File: src/rtl/cpu_pkg.sv
// Shared definitions for the CPU sequencer and the instruction decoder.
package cpu_pkg;

  typedef enum logic [1:0] {
    ST_FETCH = 2'b00,
    ST_EXEC  = 2'b01,
    ST_EXEC2 = 2'b10,
    ST_IDLE  = 2'b11
  } state_t;

  localparam logic [3:0] HALT_OPCODE_DEF = 4'hF;

endpackage

File: src/rtl/retire_counter.sv
// Retired-instruction counter: synchronous clear, count enable, silent wrap.
module retire_counter #(
  parameter int CNT_W = 16
) (
  input  logic             clk,
  input  logic             clear,
  input  logic             enable,
  output logic [CNT_W-1:0] count
);

  always_ff @(posedge clk) begin
    if (clear) begin
      count <= '0;
    end else if (enable) begin
      count <= count + 1'b1;
    end
  end

endmodule

File: src/rtl/cpu_sequencer.sv
// Phase sequencer for a multi-cycle CPU: fetch/execute FSM with run, single-step
// and halt/resume control, plus a retired-instruction counter.
module cpu_sequencer
  import cpu_pkg::*;
#(
  parameter logic [3:0] HALT_OPCODE = HALT_OPCODE_DEF,
  parameter int         CNT_W       = 16
) (
  input  logic             clk,
  input  logic             reset,
  input  logic [15:0]      instruction,
  input  logic             sm_extra,
  input  logic             run_en,
  input  logic             step_req,
  input  logic             resume,
  output logic [1:0]       state,
  output logic             retire,
  output logic             step_ack,
  output logic             halted,
  output logic [CNT_W-1:0] retired_count
);

  state_t state_q;
  state_t state_d;
  state_t after_retire;
  logic   step_pending;
  logic   go;
  logic   is_halt;
  logic   retire_fsm;
  logic   unused_operand;

  assign unused_operand = ^instruction[11:0];

  assign go      = (run_en | step_pending) & ~halted;
  assign is_halt = (instruction[15:12] == HALT_OPCODE);

  // Halt takes precedence over step, which takes precedence over free-run.
  always_comb begin
    after_retire = ST_IDLE;
    if (!is_halt && !step_pending && run_en) begin
      after_retire = ST_FETCH;
    end
  end

  always_comb begin
    state_d    = state_q;
    retire_fsm = 1'b0;
    unique case (state_q)
      ST_IDLE:  if (go) state_d = ST_FETCH;
      ST_FETCH: state_d = ST_EXEC;
      ST_EXEC: begin
        if (sm_extra) begin
          state_d = ST_EXEC2;
        end else begin
          retire_fsm = 1'b1;
          state_d    = after_retire;
        end
      end
      ST_EXEC2: begin
        retire_fsm = 1'b1;
        state_d    = after_retire;
      end
      default: state_d = ST_IDLE;
    endcase
  end

  // An instruction interrupted by reset never reports a retire.
  assign retire   = retire_fsm & ~reset;
  assign step_ack = retire & step_pending;
  assign state    = state_q;

  always_ff @(posedge clk) begin
    if (reset) begin
      state_q      <= ST_IDLE;
      halted       <= 1'b0;
      step_pending <= 1'b0;
    end else begin
      state_q <= state_d;

      if (retire && is_halt) begin
        halted <= 1'b1;
      end else if (resume && halted) begin
        halted <= 1'b0;
      end

      if (step_ack) begin
        step_pending <= 1'b0;
      end else if (step_req && (state_q == ST_IDLE) && !run_en && !halted) begin
        step_pending <= 1'b1;
      end
    end
  end

  retire_counter #(
    .CNT_W (CNT_W)
  ) u_retire_counter (
    .clk    (clk),
    .clear  (reset),
    .enable (retire),
    .count  (retired_count)
  );

endmodule

File: config.mk
export PLATFORM = sky130hd
export DESIGN_NAME = cpu_sequencer
export DESIGN_NICKNAME = d
export VERILOG_FILES = /design/src/rtl/cpu_pkg.sv /design/src/rtl/retire_counter.sv /design/src/rtl/cpu_sequencer.sv
export SDC_FILE = /design/constraint.sdc
export NUM_CORES = 1
export LEC_CHECK = 0
export ABC_AREA = 0
export BUFFER_PORTS_ARGS = -buffer_cell sky130_fd_sc_hd__clkbuf_2
export CAP_MARGIN = 20
export CORE_UTILIZATION = 47
export CTS_CLUSTER_SIZE = 12
export DETAILED_ROUTE_END_ITERATION = 12
export PLACE_DENSITY = 0.78
export RECOVER_POWER = 100
export REMOVE_ABC_BUFFERS = 1
export SLEW_MARGIN = 10
export SYNTH_ARGS = -nofsm -noshare
export SYNTH_HDL_FRONTEND = slang
export SYNTH_SLANG_ARGS = --single-unit
File: constraint.sdc
create_clock -name clk -period 2 [get_ports clk]
set_input_delay 0.1 -clock clk [delete_from_list [all_inputs] [get_ports clk]]
set_output_delay 0.1 -clock clk [all_outputs]
set_load 0.03 [all_outputs]
* Word level (Yosys, flattened, before mapping) *
Cells that the tools add are included.

cells by class
  bitwise logic cells = 6
  add/sub/neg operators = 1
  multiplexer cells = 8
  reduce and logical (&&, ||, !) cells = 14
  equal/unequal tests = 5

operators with widths
  kind                     count
  $add A16 B1 Y16 const B  1
  $pmux W2 S4              1
  $logic_and A1 B1 Y1      7
  $mux W2                  3
  $eq A2 B2 Y1 const B     2
  $eq A4 B4 Y1 const B     1
  $logic_not A1 Y1         4
  $and A1 B1 Y1            3
  $mux W1                  3
  $eq A2 B1 Y1 const B     1
  $logic_not A2 Y1         1
  $ne A2 B2 Y1 const B     1
  $not A1 Y1               2
  $pmux W1 S2              1
  $reduce_bool A2 Y1       1
  $reduce_or A2 Y1         1
  $or A1 B1 Y1             1

storage, ports and cells
  register bits = 20
  word-level logic and storage cells = 38

* Depth between registers and ports, before layout *
  word-level depth = 7
  gate-level depth with buffers = 8

* Modules after synthesis *
From an unflattened synthesis, not the netlist that was laid out.

second synthesis, totals
  cells, all modules = 117
  area, all modules = 1053.5 um^2

by module, submodules not included
  module          area each (um^2)  instances  cells each  sequential area each (um^2)
  retire_counter  757.0             1          83          320.3
  cpu_sequencer   296.5             1          34          80.1

* Least setup slack after synthesis *
OpenSTA, ideal clock, no wires.

  path kind = register to register
  from = register state_q[0] (netlist: state[0])
  to = register u_retire_counter.count[15]
  stages on the path, launching flop included = 8
  slack = -0.105 ns
  buffers on the path = 1
  data required time = 1.929 ns
  setup time = 0.071 ns
  arrival time = 2.034 ns
  cell sequence = dfxtp_1 -> inv_1 -> ha_1 -> nor2b_1 -> o211ai_1 -> buf_2 -> or4_1 -> a21oi_1

on the way
  cells in the longest elaborated chain, start to end = 3
  elaborated cells between the ends (all ways) = 4
  classes of those cells = eq/ne: 2; mux: 1; bitwise: 1

RTL lines
  item                                                 line                  text
  start, declared                                      cpu_sequencer.sv:23   state_t state_q;
  start signal, assigned                               cpu_sequencer.sv:78   state_q <= state_d;
  $eq A2 B2 Y1 / $eq A2 B1 Y1 (equally long branches)  cpu_sequencer.sv:48   unique case (state_q)
  $pmux W1 S2 (*)                                      cpu_sequencer.sv:48
  $and A1 B1 Y1 (*)                                    cpu_sequencer.sv:68   assign retire = retire_fsm & ~reset;
  end signal, assigned                                 retire_counter.sv:15  count <= count + 1'b1;
  end, declared                                        retire_counter.sv:8   output logic [CNT_W-1:0] count

Every way passes the cells marked *; elsewhere a longest branch is shown, timed or not.
A chain may end at the register's enable or synchronous reset.

* Worst setup path in the final report *
  from = register state_q[0] (netlist: state[0])
  to = output port retire

on the way
  cells in the longest elaborated chain, start to end = 3
  elaborated cells between the ends (all ways) = 4
  classes of those cells = eq/ne: 2; mux: 1; bitwise: 1

RTL lines
  item                                                 line                 text
  $eq A2 B2 Y1 / $eq A2 B1 Y1 (equally long branches)  cpu_sequencer.sv:48
  $pmux W1 S2 (*)                                      cpu_sequencer.sv:48
  $and A1 B1 Y1 (*)                                    cpu_sequencer.sv:68
  end, declared                                        cpu_sequencer.sv:17  output logic retire,

Marked as above.

==> out/results.ini <==
[outcome]
run_status=complete, no violations

[placement]
placed_cells=180
pre_cts_ws_ns=-0.01314
dpl_cell_area_sq_um=1265
gp_congestion=0.8715
dp_hpwl_mm=1.714
port_buffers=30

[layout]
final_cell_area_sq_um=1308
finalNonFillerCells=184
diodes=0
nets=186
n_fill_cell=188
post-route-util_pct=64.67
areaGrowthSynthToFinish_pct=25.00
layout-drive-gt1-share_pct=19.75

[routing]
wl_mm=2.303
wire_per_inst_microns=12.52
drc=0
antenna_left=0
drt-pass1-iter-count=4
post_drt_via_cell_ratio=5.511
first_iter_violations=14
routed-via-count=1014

[clocking]
cts_tree=built
cts_htree_levels=1
clk_latency_ns=0.30
cts_made_buffers=3
cts.clk_slew.worst_paths_ns=0.11
cts_root_buffer=clkbuf_4
hold_buffers=0
cts.path.max_buffers=2
cts_setup_buffers=0
cts_num_sinks=20

[sta]
final-setup-viol-count=0
worst_pin_slew_ns=0.5270
grt_setup_unrepaired=false
slew_violations=0
fmax_mhz=526.0
worst_slack_ns=0.09900
hold_violations=0
max_slew_margin_pct=64.71
period_share_pct=95.05
final.min_clock_period_ns=1.901
finalSetupTns_ns=0
worst_hold_slack_ns=0.04855
skew_ns=0.009398

[global_route]
grt_usage_pct=20.51
globalRouteOverflowTotal=0
antenna_found_initial=0
grt_pass1_wl_mm=3.795
grt_pass1_vias=875
grt_start_max_net_pins=14

[yosys]
synth-main-ff-cell=dfxtp_1
synth_top_area_share_pct=38.28
ys_seq_area_share_pct=38.28
yosys.cell_types.count=33
synth_area_sq_um=1046
yosys_register_bits=20
synth-edff-count=0
ys_top_cells_by_area=dfxtp_1 (38%), ha_1 (7.2%), a21oi_1 (6.2%), o31ai_1 (4.3%), xor2_1 (4.2%)
yosysWarnings=0
syn_inst=120
yosys.area.top_type=dfxtp_1
syn_avg_cell_area_sq_um=8.717
ys_async_sr_fraction_pct=0

[power_and_ir_drop]
vdd_drop_max_mv=0.4317
p_leak_nw=0.5142
powerDensity_nw_per_um2=715.6
fin_total_pwr_mw=0.9356

[floorplanning]
num_rows=16
die_area_sq_um=2418
die_h_microns=49.18
ios=43
fp.dieW_microns=49.18
initial_core_util_pct=51.73
coreArea_sq_um=2022

[critical_path]
critical_path_class=flop to output pin
cp_cell_sequence=buf_4, ha_1, nor2b_2, buf_4, o21ai_4, inv_1, clkbuf_2
arrival_ns=1.80
ff2ff_path_depth=7
cpMostUsedCell=buf_4
path_depth=7
crit_buf_inv=4
worst-path-max-fanout=6
required_ns=1.90
slowest_stage=dfxtp_1
startpoint=state[0]
start_kind=flop
timing.rr.start=state[0]
critPathTopFamily=buffers and inverters
worst_setup_path_end_kind=output pin
slowest_delay_ns=0.33

[hold_path]
whs_path_depth=3
hp-class=input port to flop
min_from=step_req

[flow_run]
drv_cap=0

==> worst paths after layout <==
path | endpoint | slack, ns
worst min register to register | u_retire_counter.count[15] | 0.49
worst min-delay path | step_pending | 0.05
worst max-delay path | retire | 0.1
worst max register to register | u_retire_counter.count[14] | 0.14
==> sequential cells by signal (all words and copies together) (netlist names) <==
register                flops
halted                      1
state                       2
step_pending                1
u_retire_counter.count     16
==> cell usage after synthesis, types with 2 or more instances <==
cell type / count
ha_1: 6
o31ai_1: 6
inv_1: 7
or3_1: 4
nand2_1: 5
dfxtp_1: 20
nand4_1: 2
o21ai_0: 5
buf_2: 2
or4_1: 5
or2_2: 2
clkbuf_1: 3
nor2_1: 10
a21oi_1: 13
xor2_1: 5
o211ai_1: 4
nand3_1: 3
nor2b_1: 3
==> power breakdown <==
group / internal (mW) / switching (mW)
logic: 0.0730 / 0.111
registers: 0.410 / 0.00914
clock network: 0.202 / 0.129
total: 0.686 / 0.250
==> worst min-delay path, stage by stage <==
cell and delay [ns]:
clkbuf_2 0.08, a22oi_1 0.06, nor2_1 0.08
==> area by class of cell <==
class,instances,area (sq um),area share [%]
clock buffers,3,22.52,1.722
clock inverters,1,30.03,2.297
inverters,7,26.28,2.010
multi-input cells,87,600.6,45.93
flip-flops and latches,20,400.4,30.62
well taps,27,33.78,2.584
repair buffers,39,193.9,14.83
==> cells in the final DEF, fill, tap and decap left out, types with 3 or more instances in the layout <==
cell,n
dfxtp_1,20
clkbuf_1,19
a21oi_1,13
clkbuf_2,11
nor2_1,10
buf_4,9
inv_1,7
o31ai_1,6
ha_1,6
or4_1,5
nand2_1,5
xor2_1,5
o21ai_0,4
or3_1,4
o211ai_1,4
nand3_1,3
clkbuf_4,3
==> routing by layer <==
layer | global-route usage (%) | wire [microns] | vias to the layer above
met4 | 8.824 | 26 | 0
met5 | 0 | 0 | -
met2 | 33.79 | 1127 | 25
met1 | 26.55 | 1054 | 473
met3 | 2.804 | 94 | 6
li1 | - | - | 510
==> cell families (layout without fill, tap and decap cells) <==
| logic type | Yosys count | in the layout | share of synthesized area [%] |
|---|---|---|---|
| XOR/XNOR | 6 | 6 | 5.024 |
| buffers and inverters | 13 | 50 | 5.622 |
| flip-flops | 20 | 20 | 38.28 |
| AO/OA/AOI/OAI | 34 | 34 | 19.98 |
| adder cells (fa/ha/maj) | 6 | 6 | 7.177 |
| AND/OR/NAND/NOR | 41 | 41 | 23.92 |
==> timing repair <==
item                       4_1_cts  5_1_grt
resized for setup                2        2
setup endpoints to repair        3        5
hold endpoints to repair         0        0
Note: power is estimated with default switching activity, not from simulation.
